**config.mk**
```make
export PLATFORM = sky130hd
export DESIGN_NAME = alu_mul_sequencer
export DESIGN_NICKNAME = d
export VERILOG_FILES = /design/src/rtl/alu_mul_sequencer_pkg.sv /design/src/rtl/alu_mul_sequencer.sv
export SDC_FILE = /design/constraint.sdc
export NUM_CORES = 1
export LEC_CHECK = 0
export BUFFER_PORTS_ARGS = -buffer_cell sky130_fd_sc_hd__buf_2
export CELL_PAD_IN_SITES_DETAIL_PLACEMENT = 0
export CELL_PAD_IN_SITES_GLOBAL_PLACEMENT = 1
export CORE_UTILIZATION = 35
export DETAILED_ROUTE_END_ITERATION = 6
export PLACE_DENSITY_LB_ADDON = 0.1
export SLEW_MARGIN = 5
export SYNTH_ARGS = -nofsm -noshare
export SYNTH_HDL_FRONTEND = slang
export SYNTH_SLANG_ARGS = --single-unit
export TNS_END_PERCENT = 1
```
**constraint.sdc**
```tcl
create_clock -name clk -period 2.3 [get_ports clk]
set_input_delay 0.23 -clock clk [delete_from_list [all_inputs] [get_ports clk]]
set_output_delay 0.23 -clock clk [all_outputs]
set_load 0.02 [all_outputs]
```
**src/rtl/alu_mul_sequencer_pkg.sv**
```systemverilog
// Shared definitions for the MUL sequencer: ALU control codes, widths and FSM states.
package alu_mul_sequencer_pkg;

  // Default operand width and iteration counter width (log2 of the width)
  localparam int XLEN_DEF  = 32;
  localparam int CNT_W_DEF = 5;

  // ALU control encodings shared with the EX-stage ALU
  localparam logic [3:0] ALU_AND  = 4'b0000;
  localparam logic [3:0] ALU_OR   = 4'b0001;
  localparam logic [3:0] ALU_ADD  = 4'b0010;
  localparam logic [3:0] ALU_SUB  = 4'b0110;
  localparam logic [3:0] ALU_SLT  = 4'b0111;
  localparam logic [3:0] ALU_NONE = 4'b0000;

  // Sequencer FSM states
  typedef enum logic [1:0] {
    IDLE = 2'd0,
    RUN  = 2'd1,
    DONE = 2'd2
  } mul_state_t;

endpackage

```
**src/rtl/alu_mul_sequencer.sv**
```systemverilog
// Iterative shift-add multiplier (low XLEN product bits) that borrows the shared
// EX-stage ALU for its additions. While running it owns the ALU inputs and
// raises busy so the hazard unit stalls the pipeline.
module alu_mul_sequencer
  import alu_mul_sequencer_pkg::*;
#(
  parameter int XLEN  = XLEN_DEF,
  parameter int CNT_W = CNT_W_DEF
) (
  input  logic            clk,
  input  logic            rst_n,
  input  logic            start,
  input  logic            flush,
  input  logic [XLEN-1:0] Op1,
  input  logic [XLEN-1:0] Op2,
  output logic            ready,
  output logic            busy,
  output logic            done,
  output logic [XLEN-1:0] result,
  output logic            alu_own,
  output logic [XLEN-1:0] AluOp1,
  output logic [XLEN-1:0] AluOp2,
  output logic [3:0]      AluCtrl,
  input  logic [XLEN-1:0] AluResult
);

  mul_state_t       state_r, state_d;
  logic [XLEN-1:0]  acc_r;
  logic [XLEN-1:0]  m_r;
  logic [XLEN-1:0]  q_r;
  logic [CNT_W-1:0] cnt_r;
  logic [XLEN-1:0]  result_r;

  logic             load;
  logic             step;
  logic             finish;
  logic             last_iter;
  logic [XLEN-1:0]  acc_next;

  // Accumulator only takes the ALU sum when the current multiplier bit is set;
  // stop once no set bits remain above bit 0 or after the final bit position.
  assign acc_next  = q_r[0] ? AluResult : acc_r;
  assign last_iter = (q_r[XLEN-1:1] == '0) || (cnt_r == CNT_W'(XLEN-1));

  // Next-state and control decode; flush overrides any start or completion
  always_comb begin
    state_d = state_r;
    load    = 1'b0;
    step    = 1'b0;
    finish  = 1'b0;
    ready   = 1'b0;
    busy    = 1'b0;
    done    = 1'b0;
    alu_own = 1'b0;
    case (state_r)
      IDLE: begin
        ready = 1'b1;
        if (start && !flush) begin
          load    = 1'b1;
          state_d = RUN;
        end
      end
      RUN: begin
        busy    = 1'b1;
        alu_own = 1'b1;
        if (flush) begin
          state_d = IDLE;
        end else begin
          step = 1'b1;
          if (last_iter) begin
            finish  = 1'b1;
            state_d = DONE;
          end
        end
      end
      DONE: begin
        ready = 1'b1;
        if (flush) begin
          state_d = IDLE;
        end else begin
          done = 1'b1;
          if (start) begin
            load    = 1'b1;
            state_d = RUN;
          end else begin
            state_d = IDLE;
          end
        end
      end
      default: state_d = IDLE;
    endcase
  end

  // ALU drive: operands from the datapath while owned, zeros otherwise
  always_comb begin
    AluOp1  = '0;
    AluOp2  = '0;
    AluCtrl = ALU_NONE;
    if (alu_own) begin
      AluOp1  = acc_r;
      AluOp2  = m_r;
      AluCtrl = ALU_ADD;
    end
  end

  // FSM state register
  always_ff @(posedge clk or negedge rst_n) begin
    if (!rst_n) state_r <= IDLE;
    else        state_r <= state_d;
  end

  // Datapath registers: operand capture on start, one shift-add step per RUN cycle
  always_ff @(posedge clk or negedge rst_n) begin
    if (!rst_n) begin
      acc_r    <= '0;
      m_r      <= '0;
      q_r      <= '0;
      cnt_r    <= '0;
      result_r <= '0;
    end else if (load) begin
      acc_r <= '0;
      m_r   <= Op1;
      q_r   <= Op2;
      cnt_r <= '0;
    end else if (step) begin
      acc_r <= acc_next;
      m_r   <= m_r << 1;
      q_r   <= q_r >> 1;
      cnt_r <= cnt_r + CNT_W'(1);
      if (finish) result_r <= acc_next;
    end
  end

  assign result = result_r;

endmodule

```
After elaboration in Yosys (flattened, before gate mapping) --
Index checks and enable logic that the tools add are counted.
Operators by class: $add $sub $neg 1, reduce and logical (&&, ||, !) cells 9, $lt $le $gt $ge 0, multipliers 0, eq/ne operators 5, div/mod/pow operators 0, shift operators 0, multiplexer cells 30, bitwise logic cells 1
Operator list (count):
- two-way mux 32 bit | 9
- zero test 31 bit | 1
- two-way mux 1 bit | 13
- two-way mux 5 bit | 2
- two-way mux 2 bit | 4
- case mux 2 bit (3 select lines) | 1
- adder 5 x 1 -> 5 bit (second input constant) | 1
- equality test 5 bit (second input constant) | 1
- inequality test 3 bit (second input constant) | 1
- AND reduction 3 bit | 1
- equality test 2 x 1 -> 1 bit (second input constant) | 1
- equality test 2 bit (second input constant) | 1
- zero test 2 bit | 1
- inequality test 2 bit (second input constant) | 1
- case mux 1 bit (2 select lines) | 1
- AND reduction 2 bit | 1
- nonzero test 2 bit | 1
- OR reduction 2 bit | 1
- logical AND 1 bit | 1
- zero test 1 bit | 1
- logical OR 1 bit | 1
- inverter 1 bit | 1
Word-level totals: input bits 100, RAM bits 0, register bits after elaboration 135, output and inout port bits 104, memory bits (read-only) 0, memories kept 0, word-level logic and storage cells 52, latch bits 0

Logic depth before layout (Yosys ltp) --
Gate-level depths: netlist of run 1.
word-level depth 6, gate-level depth with buffers 7, gate-level depth less buffers 6

Worst setup path before layout of run 1 --
No wires, ideal clock.
path kind register to register, start register cnt_r[0], end register result_r[10] (netlist: result[10]), path slack 440 ps, required time 2175 ps, data arrival time 1735 ps, clock period less this slack 1860 ps, stages on the path, launching flop included 8, library setup time 125 ps, path buffers 1, path through dfrtp_1 > ha_1 > and3_1 > ha_1 > o21bai_2 > nand2_4 > buf_6 > mux2_4
On the way: longest elaborated chain between the ends 6
Ends and longest elaborated chain:
- start: declaration | RTL line alu_mul_sequencer.sv:31 | logic [CNT_W-1:0] cnt_r;
- start signal: assignment | RTL line alu_mul_sequencer.sv:129 | cnt_r <= cnt_r + CNT_W'(1);
- equality test 5 bit | RTL line alu_mul_sequencer.sv:43 | assign last_iter = (q_r[XLEN-1:1] == '0) || (cnt_r == CNT_W'(XLEN-1));
- logical OR 1 bit | RTL line alu_mul_sequencer.sv:43
- two-way mux 1 bit | RTL line alu_mul_sequencer.sv:70 | if (last_iter) begin
- two-way mux 1 bit | RTL line alu_mul_sequencer.sv:66 | if (flush) begin
- two-way mux 1 bit | RTL line alu_mul_sequencer.sv:55 | case (state_r)
- AND reduction 3 bit (no source line)
- end signal: assignment | RTL line alu_mul_sequencer.sv:130 | if (finish) result_r <= acc_next;
- end: declaration | RTL line alu_mul_sequencer.sv:32 | logic [XLEN-1:0] result_r;
Every way passes these cells. A chain may end at the register's enable or synchronous reset.

Worst setup path in the final report of run 1 --
start register cnt_r[0], end register result_r[5] (netlist: result[5])
Same word-level chain as after synthesis.

==> results of run 1 <==
flip-flops by register name, indices dropped and copies added (netlist names):
| register | count |
|---|---|
| cnt_r | 5 |
| result | 32 |
| m_r | 32 |
| q_r | 32 |
| acc_r | 32 |
| state_r | 2 |
worst max-delay path, cell delays in order (launching register included):
cell and delay, ns:
dfrtp_1 0.40, ha_1 0.22, and3_1 0.19, ha_1 0.18
o21bai_2 0.23, nand2_4 0.43, mux2_2 0.39
area by class of cell:
type | count | area, um^2
clock inverter | 4 | 45.0
inverter | 2 | 7.51
antenna | 1 | 2.50
fill | 1682 | 9340
multi-input combinational | 400 | 2750
sequential | 135 | 3380
timing repair buffer | 213 | 1180
tap | 225 | 282
clock buffer | 25 | 495
where the power goes:
part	internal, W	switching (W)	total (W)
Combinational	0.000679	0.000814	0.00149
Sequential	0.00280	0.000335	0.00313
Clock	0.00158	0.000931	0.00251
cell usage in the layout (no fill, tap or decap), types with 2 or more instances in the layout:
cell and n:
clkbuf_1 4, mux2i_1 17, mux2_4 19, xor2_1 2, conb_1 3, a31oi_1 5, nor4_1 7, buf_12 6
nand3_1 4, and2_1 64, clkbuf_16 17, o21ai_0 14, a22oi_1 50, buf_2 199, a22o_1 30, nand4_1 3
buf_4 6, clkbuf_8 4, clkinv_2 3, nor2_1 2, ha_1 2, mux2_2 35, dfrtp_1 135, a21oi_1 10
nand2_1 122, nor2_4 2
stage by stage:
step	setup WS, ns	area (um^2)	hold WS, ns	std cells	power (W)
2_1_floorplan	0.440	6340	-0.0656	585	0.00412
3_3_place_gp	0.177	7590	0.219	974	0.00464
3_5_place_dp	0.148	7590	0.227	974	0.00469
4_1_cts	0.0985	8140	0.00802	1004	0.00723
5_1_grt	0.0216	8140	0.0116	1004	0.00755
6_report	0.142	8140	0.0262	1005	0.00714
worst paths after layout:
path | endpoint | slack (ns) | cells past startpoint
setup / recovery | result[5]$_DFFE_PN0P_ | 0.14 | 6
hold / removal | q_r[25]$_DFFE_PN0P_ | 0.03 | 3
setup reg to reg | result[5]$_DFFE_PN0P_ | 0.14 | 6
hold reg to reg | m_r[31]$_DFFE_PN0P_ | 0.47 | 2
max in group asynchronous | q_r[1]$_DFFE_PN0P_ | 1.19 | 3
min in group asynchronous | result[8]$_DFFE_PN0P_ | 0.35 | 2
synthesized netlist by cell type (5+ instances only):
library cell	instances
mux2i_1	17
buf_2	12
a22o_1	30
buf_4	5
nor4_1	7
mux2_4	19
a21oi_1	10
mux2_2	35
dfrtp_1	135
a22oi_1	50
and2_1	64
a31oi_1	5
nand2_1	122
clkbuf_1	28
o21ai_0	14
routing by layer:
| metal | up-vias | track usage, % | share of wire, % |
|---|---|---|---|
| li1 | 2396 | - | - |
| met1 | 2457 | 23.8 | 45 |
| met2 | 151 | 30.4 | 48 |
| met3 | 12 | 3.80 | 5.0 |
| met4 | 0 | 6.36 | 1.1 |
| met5 | - | 0 | 0 |
cell families (layout without fill, tap and decap cells):
| family | after synthesis | after routing |
|---|---|---|
| flip-flops | 135 | 135 |
| adder cells (fa/ha/maj) | 2 | 2 |
| multiplexers | 71 | 71 |
| XOR/XNOR | 2 | 2 |
| AND/OR/NAND/NOR | 211 | 211 |
| AO/OA/AOI/OAI | 111 | 111 |
| buffers and inverters | 50 | 244 |
| other | 1 | 4 |
repair_timing:
| action | CTS | global route |
|---|---|---|
| hold endpoints to repair | 53 | 0 |
| hold buffers | 1 | 0 |
| setup buffers | 0 | 0 |
==> out/qor.txt, run 1 <==
Final Skew = 0.00600 ns
#FFs+latches synth = 135
Synth Area in XOR/XNOR = 0.277%
Adder-cell share of the synthesized area = 0.395%
Compound-gate portion of the synthesized area = 12.8%
Worst setup startpoint = cnt_r[0]$_DFFE_PN0P_
Final count of negative-setup-slack endpoints = 0
Reg-to-Reg Start = cnt_r[0]$_DFFE_PN0P_
Ys Warns = 0
Pwr Density = 877 nW/um^2
Worst Hold Class = primary input to flip-flop
Clock tree sinks = 135
Routed length per instance = 16.4 um
Slew @ Worst Pin = 0.539 ns
Setup TNS = 0 ns
Area grow syn2layout = 28.6%
Yosys top cell by area = dfrtp_1
Number of flops mapped to enable cells by yosys = 0
Max Freq = 0.463 GHz
Final critical-path share of the clock period = 93.8%
Hold Path Origin = Op2[25]
Syn Area/Cell = 10.9 um^2
Critical Path Source Type = flip-flop
Total Routing Usage GR = 18.4%
Reg clk slew, reported paths = 0.06 ns
Die width = 136 um
Starting Density = 36.2%
Simple-gate share of the synthesized area = 16.0%
Slew HR = 64.1%
Clock Tree Buf Depth = 2
RSZ-0062 raised after global routing = no
Post-DRT Antenna Nets = 0
Initial antenna violation count = 0
Worst EP arrival = 2.45 ns
Core Util, Final = 46.6%
Syn Std Cell Area = 6330 um^2
WS Path Type = flip-flop to flip-flop
Leak = 4.37 nW
DR pass1 iterations = 4
Cell Rows = 48
Primary FF master, synth = dfrtp_1
# Max-Cap Violations = 0
CTS Buf Count = 17
CTS resizes = 0
Drt total wl = 16,500 um
Routability cong. = 0.780
Height of the die = 136 um
Core ar. = 17,500 um^2
Io pins = 204
DRC = 0
CTS tree = yes
Data required time of the critical path = 2.59 ns
Seq/Total Area, Yosys = 53.4%
I/O Buffers = 200
Synth top area share = 53.4%
Root Driver = clkbuf_16
Vias per cell = 4.99
Largest net degree at the start of global routing = 85
Post-synth cell types = 33
Final #Nets = 871
Vias in the first global route = 5,070
Peak fanout along the critical path = 28
Fraction of layout cells with a size suffix above 1 = 38.3%
H-tree levels = 4
Global route total overflow = 0
Top cells by area, synth = dfrtp_1 53%, nand2_1 7.2%, and2_1 6.3%
Via count = 5,016
Crit. End Element = flip-flop
Slew Limit Fails = 0
Detailed Place HPWL = 11,100 um
Hold Vio Cnt, Final = 0
Mapped Cells = 583
Status = completed
First-pass GRT wire length = 26,400 um
Die area = 18,600 um^2
Worst IR Drop VDD = 488 uV
Iter 0 DRT Violations = 203
Mux cell area share after synthesis = 13.4%
Largest family of logic cells by synthesized area = simple AND/OR/NAND/NOR gates
Minimum clock period = 2.16 ns
Clock Latency Late Sink = 0.41 ns
Synth async-reset ratio = 100%
Power figures use the tool's default switching activity.
==> inputs of run 2 (changes only) <==
--- a/config.mk
+++ b/config.mk
@@ -11,6 +11,7 @@
 export CORE_UTILIZATION = 35
 export DETAILED_ROUTE_END_ITERATION = 6
 export PLACE_DENSITY_LB_ADDON = 0.1
+export RECOVER_POWER = 50
 export SLEW_MARGIN = 5
 export SYNTH_ARGS = -nofsm -noshare
 export SYNTH_HDL_FRONTEND = slang
==> constraint.sdc (replaced) <==
create_clock -name clk -period 1.86 [get_ports clk]
set_input_delay 0.186 -clock clk [delete_from_list [all_inputs] [get_ports clk]]
set_output_delay 0.186 -clock clk [all_outputs]
set_load 0.02 [all_outputs]
==> run 2 against run 1 <==
Effect of this change: power is 31% higher; worst setup slack worse by 0.18 ns; clock power is 30% higher; global-route usage is 0.92 points higher; largest cell class unchanged; the flow now finishes with violations (setup timing); largest power group unchanged; routed wire length is 5.7% higher; combinational power is 51% higher; design area is 12% higher; non-clock buffer count is 91 higher; register-to-register slack worse by 0.18 ns; critical path depth stayed put.
==> out/qor.txt, run 2 (same netlist as run 1, synthesis figures left out) <==
CTS Buf Count = 17
Setup WS post-layout = -0.0395 ns
Height of the die = 136 um
Worst IR Drop VDD = 616 uV
Slew HR = 6.67%
Core ar. = 17,500 um^2
Post-DRT Antenna Nets = 0
Via count = 5,371
# Max-Cap Violations = 0
Peak fanout along the critical path = 8
DR pass1 iterations = 6
Vias per cell = 4.90
Starting Density = 36.2%
Failing checks = setup timing
Clock Latency Late Sink = 0.41 ns
Largest net degree at the start of global routing = 80
Fin Hold WS = 0.0263 ns
I/O Buffers = 200
Max Freq = 0.526 GHz
Iter 0 DRT Violations = 236
Slew @ Worst Pin = 1.40 ns
Final Skew = 0.00667 ns
Pwr Density = 1030 nW/um^2
Critical Path Source Type = flip-flop
Routability cong. = 0.763
Status = finished, violations left
Final critical-path share of the clock period = 102%
Global route total overflow = 0
Worst EP arrival = 2.19 ns
Reg2reg setup slack = -0.04 ns
WS Path Type = flip-flop to flip-flop
Final count of negative-setup-slack endpoints = 23
Final #Nets = 962
RSZ-0062 raised after global routing = yes
# diodes = 0
Clock tree sinks = 135
Crit. End Element = flip-flop
H-tree levels = 4
Post-place setup slack = -0.0739 ns
Slew Limit Fails = 0
Fraction of layout cells with a size suffix above 1 = 36.2%
Routed length per instance = 15.9 um
Cell Rows = 48
Initial antenna violation count = 0
Worst Hold Class = primary input to flip-flop
Minimum clock period = 1.90 ns
Die width = 136 um
Root Driver = clkbuf_16
Most frequent cells in the layout = 174 x buf_2, 135 x dfrtp_1, 122 x nand2_1, 64 x and2_1, 59 x dlygate4sd3_1
Reg-to-Reg Start = q_r[23]$_DFFE_PN0P_
First-pass GRT wire length = 27,600 um
Worst setup startpoint = q_r[23]$_DFFE_PN0P_
Total Routing Usage GR = 19.3%
Detailed Place HPWL = 11,500 um
Cell area after placement = 7880 um^2
Die area = 18,600 um^2
Hold Vio Cnt, Final = 0
Critical R2R Capture = result[17]$_DFFE_PN0P_
CTS tree = yes
DRC = 0
Setup crit end = result[17]$_DFFE_PN0P_
Most common cell after layout, fill and taps aside = buf_2
Vias in the first global route = 5,389
Io pins = 204
Data required time of the critical path = 2.15 ns
Setup TNS = -0.563 ns
Reg clk slew, reported paths = 0.06 ns
Leak = 4.71 nW
Reg2reg path depth = 6
Drt total wl = 17,400 um
Final Instance Area = 9100 um^2
Area grow syn2layout = 43.9%
Clock Tree Buf Depth = 2
-- run 2: cell types whose count changed in the layout (fill, tap and decap cells not counted), sizes merged --
cell         change
buf              +7
bufinv           +1
clkbuf          +22
clkinv           +3
clkinvlp         +1
diode            -1
dlygate4sd3     +58
-- run 2: report_power, final --
group	total [W]	switching, W	leakage, nW	internal [W]
Clock	0.00326	0.00121	0.284	0.00205
Combinational	0.00225	0.00113	2.65	0.00112
Sequential	0.00386	0.000397	1.77	0.00346
Total	0.00937	0.00274	4.71	0.00663
-- run 2: how the worst min path moves through the flow --
stage | start | to | slack, ns | depth (start not counted)
floorplan | rst_n | acc_r[0]$_DFFE_PN0P_ | -0.11 | 0
global placement | rst_n | acc_r[7]$_DFFE_PN0P_ | 0.21 | 1
detailed placement | rst_n | acc_r[7]$_DFFE_PN0P_ | 0.21 | 1
CTS | Op2[16] | q_r[16]$_DFFE_PN0P_ | 0.002 | 3
global route | Op2[24] | q_r[24]$_DFFE_PN0P_ | 0.02 | 3
finish | Op1[21] | m_r[21]$_DFFE_PN0P_ | 0.03 | 3
-- run 2: area by class of cell --
cell class,instances,area [um^2]
Multi-Input combinational cell,400,2790
Clock buffer,21,470
Tap cell,225,282
Fill cell,1617,8370
Sequential cell,135,3380
Inverter,2,7.51
Clock inverter,9,101
Timing Repair Buffer,304,2070
-- run 2: what timing repair did --
item	CTS	global route
setup buffers	1	1
hold buffers	59	0
gates resized for setup	9	7
pin swaps	1	2
cloned	1	0
endpoints found under the setup margin	61	61
endpoints found under the hold margin	113	0
-- run 2: per-layer routing --
| layer | routed length (um) | share of wire (%) | vias to the layer above | track usage (%) |
|---|---|---|---|---|
| li1 | - | - | 2590 | - |
| met1 | 7810 | 45 | 2608 | 24.8 |
| met2 | 8630 | 50 | 157 | 32.1 |
| met3 | 705 | 4.1 | 16 | 3.54 |
| met4 | 246 | 1.4 | 0 | 7.41 |
| met5 | 0 | 0 | - | 0 |
-- run 2: stage by stage --
step                      utilization (%)  total power (W)  cells
after floorplan                         -          0.00509    585
after global placement               45.1          0.00596   1004
after detailed placement             45.1          0.00602   1004
after CTS                            52.1          0.00945   1095
after global routing                 52.1          0.00990   1096
final                                52.1          0.00937   1096
-- run 2: worst max-delay path, cell delays in order (launching register included) --
cell	delay, ns
dfrtp_1	0.39
nor4_2	0.31
nand4_1	0.22
o21bai_4	0.23
nand2_4	0.14
buf_12	0.20
mux2_4	0.29
